<file path="src/rtl/traffic_pkg.sv">
// Shared phase encoding, lamp patterns and count limits for the intersection controller.
package traffic_pkg;

    typedef enum logic [2:0] {
        AR_A  = 3'd0,
        GA    = 3'd1,
        YA    = 3'd2,
        AR_B  = 3'd3,
        GB    = 3'd4,
        YB    = 3'd5,
        FLASH = 3'd6
    } phase_e;

    localparam logic [2:0] LAMP_R   = 3'b100;
    localparam logic [2:0] LAMP_Y   = 3'b010;
    localparam logic [2:0] LAMP_G   = 3'b001;
    localparam logic [2:0] LAMP_OFF = 3'b000;

    localparam int COUNT_W   = 5;
    localparam int COUNT_MAX = 24;

    // Road A lamp for a normal phase; FLASH is handled by the sequencer itself.
    function automatic logic [2:0] lamp_a(input phase_e ph);
        case (ph)
            GA:      return LAMP_G;
            YA:      return LAMP_Y;
            default: return LAMP_R;
        endcase
    endfunction

    function automatic logic [2:0] lamp_b(input phase_e ph);
        case (ph)
            GB:      return LAMP_G;
            YB:      return LAMP_Y;
            default: return LAMP_R;
        endcase
    endfunction

endpackage

</file>
<file path="src/rtl/traffic_phase_ctrl_tick_gen.sv">
// Free-running 1 s prescaler: tick is high while the count sits at TICK_DIV-1.
module tick_gen #(
    parameter int TICK_DIV = 50000000
) (
    input  logic clk1,
    input  logic rst,
    input  logic clr,
    output logic tick
);

    localparam int PW = $clog2(TICK_DIV);
    localparam logic [PW-1:0] LAST = PW'(TICK_DIV - 1);

    logic [PW-1:0] pre;

    always_ff @(posedge clk1 or posedge rst) begin
        if (rst)
            pre <= '0;
        else if (clr || pre == LAST)
            pre <= '0;
        else
            pre <= pre + 1'b1;
    end

    assign tick = (pre == LAST);

endmodule

</file>
<file path="src/rtl/traffic_phase_ctrl.sv">
// Two-road phase sequencer: phase FSM, seconds countdown, lamp and display-enable registers.
module traffic_phase_ctrl
    import traffic_pkg::*;
#(
    parameter int TICK_DIV  = 50000000,
    parameter int T_ALLRED  = 1,
    parameter int T_GREEN_A = 20,
    parameter int T_GREEN_B = 15,
    parameter int T_YELLOW  = 3
) (
    input  logic               clk1,
    input  logic               rst,
    input  logic               night,
    output logic [2:0]         light_a,
    output logic [2:0]         light_b,
    output logic [COUNT_W-1:0] Count,
    output logic               eLED01,
    output logic               eLED23,
    output logic               tick
);

    if (TICK_DIV < 2) begin : g_bad_div
        $error("TICK_DIV must be >= 2");
    end
    if (T_ALLRED < 1 || T_ALLRED > COUNT_MAX || T_GREEN_A < 1 || T_GREEN_A > COUNT_MAX ||
        T_GREEN_B < 1 || T_GREEN_B > COUNT_MAX || T_YELLOW < 1 || T_YELLOW > COUNT_MAX) begin : g_bad_dur
        $error("phase durations must be in 1..24");
    end

    localparam logic [COUNT_W-1:0] D_AR = COUNT_W'(T_ALLRED);
    localparam logic [COUNT_W-1:0] D_GA = COUNT_W'(T_GREEN_A);
    localparam logic [COUNT_W-1:0] D_GB = COUNT_W'(T_GREEN_B);
    localparam logic [COUNT_W-1:0] D_Y  = COUNT_W'(T_YELLOW);

    phase_e             state, state_n;
    logic [COUNT_W-1:0] cnt_n;
    logic [2:0]         la_n, lb_n;
    logic               e01_n, e23_n;
    logic               leave_flash;

    // Leaving night mode restarts the second so AR_A gets a full guard interval.
    assign leave_flash = (state == FLASH) && !night;

    tick_gen #(.TICK_DIV(TICK_DIV)) u_tick (
        .clk1 (clk1),
        .rst  (rst),
        .clr  (leave_flash),
        .tick (tick)
    );

    function automatic phase_e next_phase(input phase_e ph);
        case (ph)
            AR_A:    return GA;
            GA:      return YA;
            YA:      return AR_B;
            AR_B:    return GB;
            GB:      return YB;
            default: return AR_A;
        endcase
    endfunction

    function automatic logic [COUNT_W-1:0] dur(input phase_e ph);
        case (ph)
            GA:      return D_GA;
            GB:      return D_GB;
            YA, YB:  return D_Y;
            default: return D_AR;
        endcase
    endfunction

    always_comb begin
        state_n = state;
        cnt_n   = Count;
        la_n    = light_a;
        lb_n    = light_b;
        e01_n   = eLED01;
        e23_n   = eLED23;
        if (state == FLASH) begin
            if (!night) begin
                state_n = AR_A;
                cnt_n   = D_AR;
                la_n    = LAMP_R;
                lb_n    = LAMP_R;
                e01_n   = 1'b1;
                e23_n   = 1'b0;
            end else if (tick) begin
                la_n = light_a ^ LAMP_Y;
                lb_n = light_b ^ LAMP_Y;
            end
        end else if (night) begin
            // Night takes priority over a coinciding phase-end tick.
            state_n = FLASH;
            cnt_n   = '0;
            la_n    = LAMP_Y;
            lb_n    = LAMP_Y;
            e01_n   = 1'b0;
            e23_n   = 1'b0;
        end else if (tick) begin
            if (Count == COUNT_W'(1)) begin
                state_n = next_phase(state);
                cnt_n   = dur(state_n);
                la_n    = lamp_a(state_n);
                lb_n    = lamp_b(state_n);
                e01_n   = (state_n == AR_A) || (state_n == GA) || (state_n == YA);
                e23_n   = (state_n == AR_B) || (state_n == GB) || (state_n == YB);
            end else begin
                cnt_n = Count - COUNT_W'(1);
            end
        end
    end

    always_ff @(posedge clk1 or posedge rst) begin
        if (rst) begin
            state   <= AR_A;
            Count   <= D_AR;
            light_a <= LAMP_R;
            light_b <= LAMP_R;
            eLED01  <= 1'b1;
            eLED23  <= 1'b1;
        end else begin
            state   <= state_n;
            Count   <= cnt_n;
            light_a <= la_n;
            light_b <= lb_n;
            eLED01  <= e01_n;
            eLED23  <= e23_n;
        end
    end

endmodule

</file>
<file path="config.mk">
export PLATFORM = sky130hd
export DESIGN_NAME = traffic_phase_ctrl
export DESIGN_NICKNAME = d
export VERILOG_FILES = /design/src/rtl/traffic_pkg.sv /design/src/rtl/traffic_phase_ctrl_tick_gen.sv /design/src/rtl/traffic_phase_ctrl.sv
export SDC_FILE = /design/constraint.sdc
export NUM_CORES = 1
export LEC_CHECK = 0
export ABC_CLOCK_PERIOD_IN_PS = 2900
export CAP_MARGIN = 20
export CORE_ASPECT_RATIO = 1.1
export CORE_MARGIN = 3
export CORE_UTILIZATION = 45
export DETAILED_ROUTE_END_ITERATION = 16
export PLACE_DENSITY = 0.65
export SLEW_MARGIN = 20
export SYNTH_ARGS = -nofsm -noshare
export SYNTH_HDL_FRONTEND = slang
export SYNTH_SLANG_ARGS = --single-unit
</file>
<file path="constraint.sdc">
create_clock -name clk1 -period 2.9 [get_ports clk1]
set_input_delay 0.435 -clock clk1 [delete_from_list [all_inputs] [get_ports clk1]]
set_output_delay 0.435 -clock clk1 [all_outputs]
set_load 0.02 [all_outputs]
</file>
* Word-level counts from Yosys, hierarchy flattened
Index checks and enable logic that the tools add are counted.
Word-level totals: word-level logic and storage cells 83, input port bits 3, register bits after elaboration 42, output and inout bits 14
Operators by class: bitwise gates (word level) 2, $add $sub $neg 2, reduce and logical (&&, ||, !) cells 15, mux-type cells 41, equal/unequal tests 14
Operator list (number):
- two-way mux 3 bit | 19
- adder 26 x 1 -> 26 bit, second input constant | 1
- equality test 26 bit, second input constant | 1
- two-way mux 26 bit | 1
- two-way mux 5 bit | 5
- one-hot mux 3 bit (5 select lines) | 1
- one-hot mux 5 bit (3 select lines) | 1
- equality test 3 x 2 -> 1 bit, second input constant | 4
- equality test 3 bit, second input constant | 4
- one-hot mux 3 bit (2 select lines) | 2
- two-way mux 1 bit | 10
- equality test 3 x 1 -> 1 bit, second input constant | 2
- zero test 3 bit | 2
- AND reduction 3 bit | 2
- nonzero test 3 bit | 2
- equality test 5 x 1 -> 1 bit, second input constant | 1
- logical OR 1 bit | 5
- subtractor 5 x 1 -> 5 bit, second input constant | 1
- two-way mux 2 bit | 2
- != test 3 bit, second input constant | 1
- != test 2 bit, second input constant | 1
- inverter 1 bit | 2
- AND reduction 2 bit | 1
- OR reduction 2 bit | 1
- 2 further kinds | 2

* Depth between registers and ports, before layout
word-level depth 13, depth in mapped cells 8, depth with buffers taken out 7

* Hierarchy
Synthesis repeated with hierarchy kept, for this count alone.
Second synthesis, totals: cells, all modules 263, area, all modules 2434.8 sq um
Modules (own cells, without submodules):
- tick_gen | seq. area each 650.6 sq um, instances 1, cells an instance 143, area an instance 1356.3 sq um
- traffic_phase_ctrl | seq. area each 406.6 sq um, instances 1, cells an instance 120, area an instance 1078.5 sq um

* Worst setup path after synthesis
OpenSTA, ideal clock, no wires.
path type flip-flop to flip-flop, start point reg Count[0], end point reg Count[3], required time 2768 ps, clock period less this slack 2210 ps, arrival time 2078 ps, setup time 132 ps, stages on the path, launching flop included 8, path buffers 1, slack 690 ps, path through dfstp_2 ha_1 or4b_2 clkbuf_1 o21ai_0 a221o_1 mux2_2 o21ai_1
Between the ends: longest elaborated chain between the ends 5, elaborated cells between the ends (all ways) 6, classes of those cells add/sub (1); eq/ne (1); mux (4)
RTL lines:
- start: declaration | RTL line traffic_phase_ctrl.sv:16 | output logic [COUNT_W-1:0] Count,
- start signal: assignment | RTL line traffic_phase_ctrl.sv:122 | Count <= cnt_n;
- subtractor 5 x 1 -> 5 bit or equality test 5 x 1 -> 1 bit (tied branches) | RTL line traffic_phase_ctrl.sv:107, traffic_phase_ctrl.sv:99
- two-way mux 5 bit (*) | RTL line traffic_phase_ctrl.sv:99 | if (Count == COUNT_W'(1)) begin
- two-way mux 5 bit (*) | RTL line traffic_phase_ctrl.sv:98 | end else if (tick) begin
- two-way mux 5 bit (*) | RTL line traffic_phase_ctrl.sv:90 | end else if (night) begin
- two-way mux 5 bit (*) | RTL line traffic_phase_ctrl.sv:78 | if (state == FLASH) begin
Every way passes the cells marked *; elsewhere a longest branch is shown, timed or not. The select of a mux whose other input is x is not followed. A chain may end at the register's enable or synchronous reset.

* Worst setup path after layout
start point reg u_tick.pre[8], end point out tick
Between the ends: longest elaborated chain between the ends 1
RTL lines:
- start: declaration | RTL line traffic_phase_ctrl_tick_gen.sv:14 | logic [PW-1:0] pre;
- start signal: assignment | RTL line traffic_phase_ctrl_tick_gen.sv:22 | pre <= pre + 1'b1;
- equality test 26 bit | RTL line traffic_phase_ctrl_tick_gen.sv:25 | assign tick = (pre == LAST);
- end: declaration | RTL line traffic_phase_ctrl.sv:19 | output logic tick
No other way between the ends.

==> results.cfg <==
[route]
dr_wl_met2_um = 2680
antenna_left = 0
drc = 0
vias = 1962
highest_layer = met4
drt_iter0_drc = 119
drt-wirelength-per-cell_um = 15.5
route.met3.wl_um = 174
dr.pass1.iters = 4
met1Wirelength_um = 2490
drt-total-wl_um = 5400
viasPerCell = 5.62

[clock_tree]
cts_root_buf = clkbuf_8
ctsResizeCount = 1
clk_pin_slew_ns = 0.08
clock_latency_ns = 0.29
clockBufferDepth = 2
clkSinkCount = 42
post_cts_buffers = 0
cts_buffers = 5
cts_tree = yes
htree_num_levels = 2
cts_hold_repair.buffers = 0

[global_route]
grt_pass1_wl_um = 9830
grt_usage_pct = 18.8
antenna_found_initial = 0
gr-total-overflow = 0
grt_pass1_vias = 2021
grt_max_degree = 29

[sta]
whs_ns = 0.415
period_minus_slack_ns = 2.67
finalCritPeriodShare_pct = 92.1
final_max_slew_viol_count = 0
worst_clock_skew_ns = 0.00432
worst_slew_pin_slew_ns = 1.04
final_hold_viol_count = 0
finalSetupViolCount = 0
rsz0062_at_grt = no
max_slew_margin_pct = 30.5
setup-tns-final_ns = 0
max_freq_mhz = 374

[setup_path]
crit_chain = or4b_4 > nor4_4 > nand3_2 > clkinv_2 > dlygate4sd2_1
crit_type = flip-flop to output pin
ff2ff_setup_slack_ns = 0.51
cp.required_ns = 2.47
critPathSlowestCell = or4b_4
startpoint_type = flip-flop
critPathCaptureType = output pin
path_max_fanout = 9
critical-path-max-stage-delay_ns = 0.56
critical_path_buf_inv_count = 2
cp_top_family = simple AND/OR/NAND/NOR gates
crit_arrival_ns = 2.24

[hold_path]
hold_path_class = input pin to async pin

[final_layout]
drive_above_1_share_pct = 9.03
fin_nets = 282
syn_to_final_growth_pct = 12.2
final_util_pct = 53.4
n_antenna_cell = 0
fin_area_sq_um = 2720

[die]
die_x_um = 76.0
start_util_pct = 47.6
pin_count = 17
num_rows = 27
die_h_um = 83.0
die-area_sq_um = 6310
core_area_sq_um = 5100

[synth]
ys.flop_type = dfrtp_1
yosysSeqAreaShare_pct = 43.6
synth.area.top_cells = dfrtp_1, xor2_1, dfstp_2, nor2_1, nand2_1
yosysUniqueCellTypes = 54
syn_area_per_cell_sq_um = 9.19
synth_enable_flop_cells = 0
ys_ff_latch = 42
ys_warn_count = 0
async_reset_ff_share_pct = 100
synth_top_area_share_pct = 38.2
netlist_area_sq_um = 2430
synth_top_area_cell = dfrtp_1
syn_inst = 264
mappedNetlistNets = 270

[placed_design]
place_hpwl_um = 3590
gp_congestion = 0.846
portBuffers = 16
placed_area_sq_um = 2640

[flow_run]
cap_violations = 0

[run_status]
status = completed

[power]
ir_drop_mv = 0.297
power_density_nw_per_um2 = 479
p_leak_nw = 1.20
-- path summary, 6_finish.rpt --
kind,startpoint,to,depth (start not counted)
max in group asynchronous,rst,light_b[2]$_DFFE_PP1P_,3
worst max-delay path,u_tick.pre[8]$_DFF_PP0_,tick,5
worst min register to register,light_a[2]$_DFFE_PP1P_,light_a[2]$_DFFE_PP1P_,2
worst max register to register,Count[0]$_DFFE_PP1P_,eLED23$_DFFE_PP1P_,6
min in group clk1,light_a[2]$_DFFE_PP1P_,light_a[2]$_DFFE_PP1P_,2
worst min-delay path,rst,u_tick.pre[13]$_DFF_PP0_,2
-- final cells by class --
| cell class | instances | area (sq um) |
|---|---|---|
| flip-flops and latches | 42 | 1060 |
| multi-input cells | 199 | 1270 |
| clock buffers | 8 | 80.1 |
| fillers | 483 | 2380 |
| repair buffers | 21 | 196 |
| inverters | 7 | 27.5 |
| well taps | 72 | 90.1 |
-- logic make-up after synthesis --
family                     Yosys count  synth area share, %
and+or+nand+nor                    115                 25.6
AOI/OAI and AO/OA                   50                 13.7
DFF                                 42                 43.6
xor gates and xnor gates            25                 9.03
buffers and inverters               23                 4.02
muxes                                6                 2.53
adders and majority gates            3                 1.55
-- sequential cells by signal, summed over array words and instances (netlist names) --
| name | flops |
|---|---|
| light_a | 3 |
| light_b | 3 |
| eLED01 | 1 |
| u_tick.pre | 26 |
| eLED23 | 1 |
| Count | 5 |
| state | 3 |
-- power by group --
part	internal [mW]	switching, mW
Sequential	0.636	0.0568
Clock	0.171	0.199
Combinational	0.102	0.140
Total	0.909	0.396
-- Yosys cell counts (3+ instances only) --
cell type  number
dfrtp_1        37
nor2_1         33
xor2_1         23
nand2_1        20
clkbuf_1       13
nand3_1        13
nand4_1        12
o21ai_0        12
a21oi_1        10
and3_1          8
and4_1          5
dfstp_2         5
mux2i_1         5
o21ai_1         5
and2_1          4
inv_1           4
nor3_1          4
ha_1            3
nor2b_1         3
-- routing by layer --
layer / vias to the layer above / global-route usage [%]
met5: - / 0
met2: 32 / 31.9
li1: 964 / -
met3: 5 / 3.36
met1: 961 / 24.4
met4: 0 / 5.77
-- per-stage QoR --
step	instances	setup slack (ns)	total power, mW
3_5_place_dp	341	0.275	0.944
6_report	349	0.229	1.30
2_1_floorplan	264	0.690	0.863
5_1_grt	349	0.117	1.38
4_1_cts	349	0.219	1.32
3_3_place_gp	341	0.298	0.939
-- cell usage in the layout (no fill, tap or decap), types with 3 or more instances in the layout --
| cell type | synthesis | final |
|---|---|---|
| dfrtp_1 | 37 | 37 |
| o21ai_0 | 12 | 12 |
| xor2_1 | 23 | 23 |
| dfstp_2 | 5 | 5 |
| nand3_1 | 13 | 13 |
| ha_1 | 3 | 3 |
| a21oi_1 | 10 | 10 |
| nand2_1 | 20 | 20 |
| o21ai_1 | 5 | 5 |
| clkdlybuf4s50_1 | 0 | 15 |
| and2_1 | 4 | 4 |
| nand4_1 | 12 | 12 |
| clkinv_1 | 2 | 3 |
| nor2b_1 | 3 | 3 |
| and3_1 | 8 | 8 |
| inv_1 | 4 | 3 |
| nor2_1 | 33 | 33 |
| buf_4 | 0 | 5 |
| and4_1 | 5 | 5 |
| clkbuf_8 | 0 | 5 |
| mux2i_1 | 5 | 5 |
| clkbuf_1 | 13 | 3 |
| nor3_1 | 4 | 4 |
No activity file was read; power rests on OpenSTA's default activity.
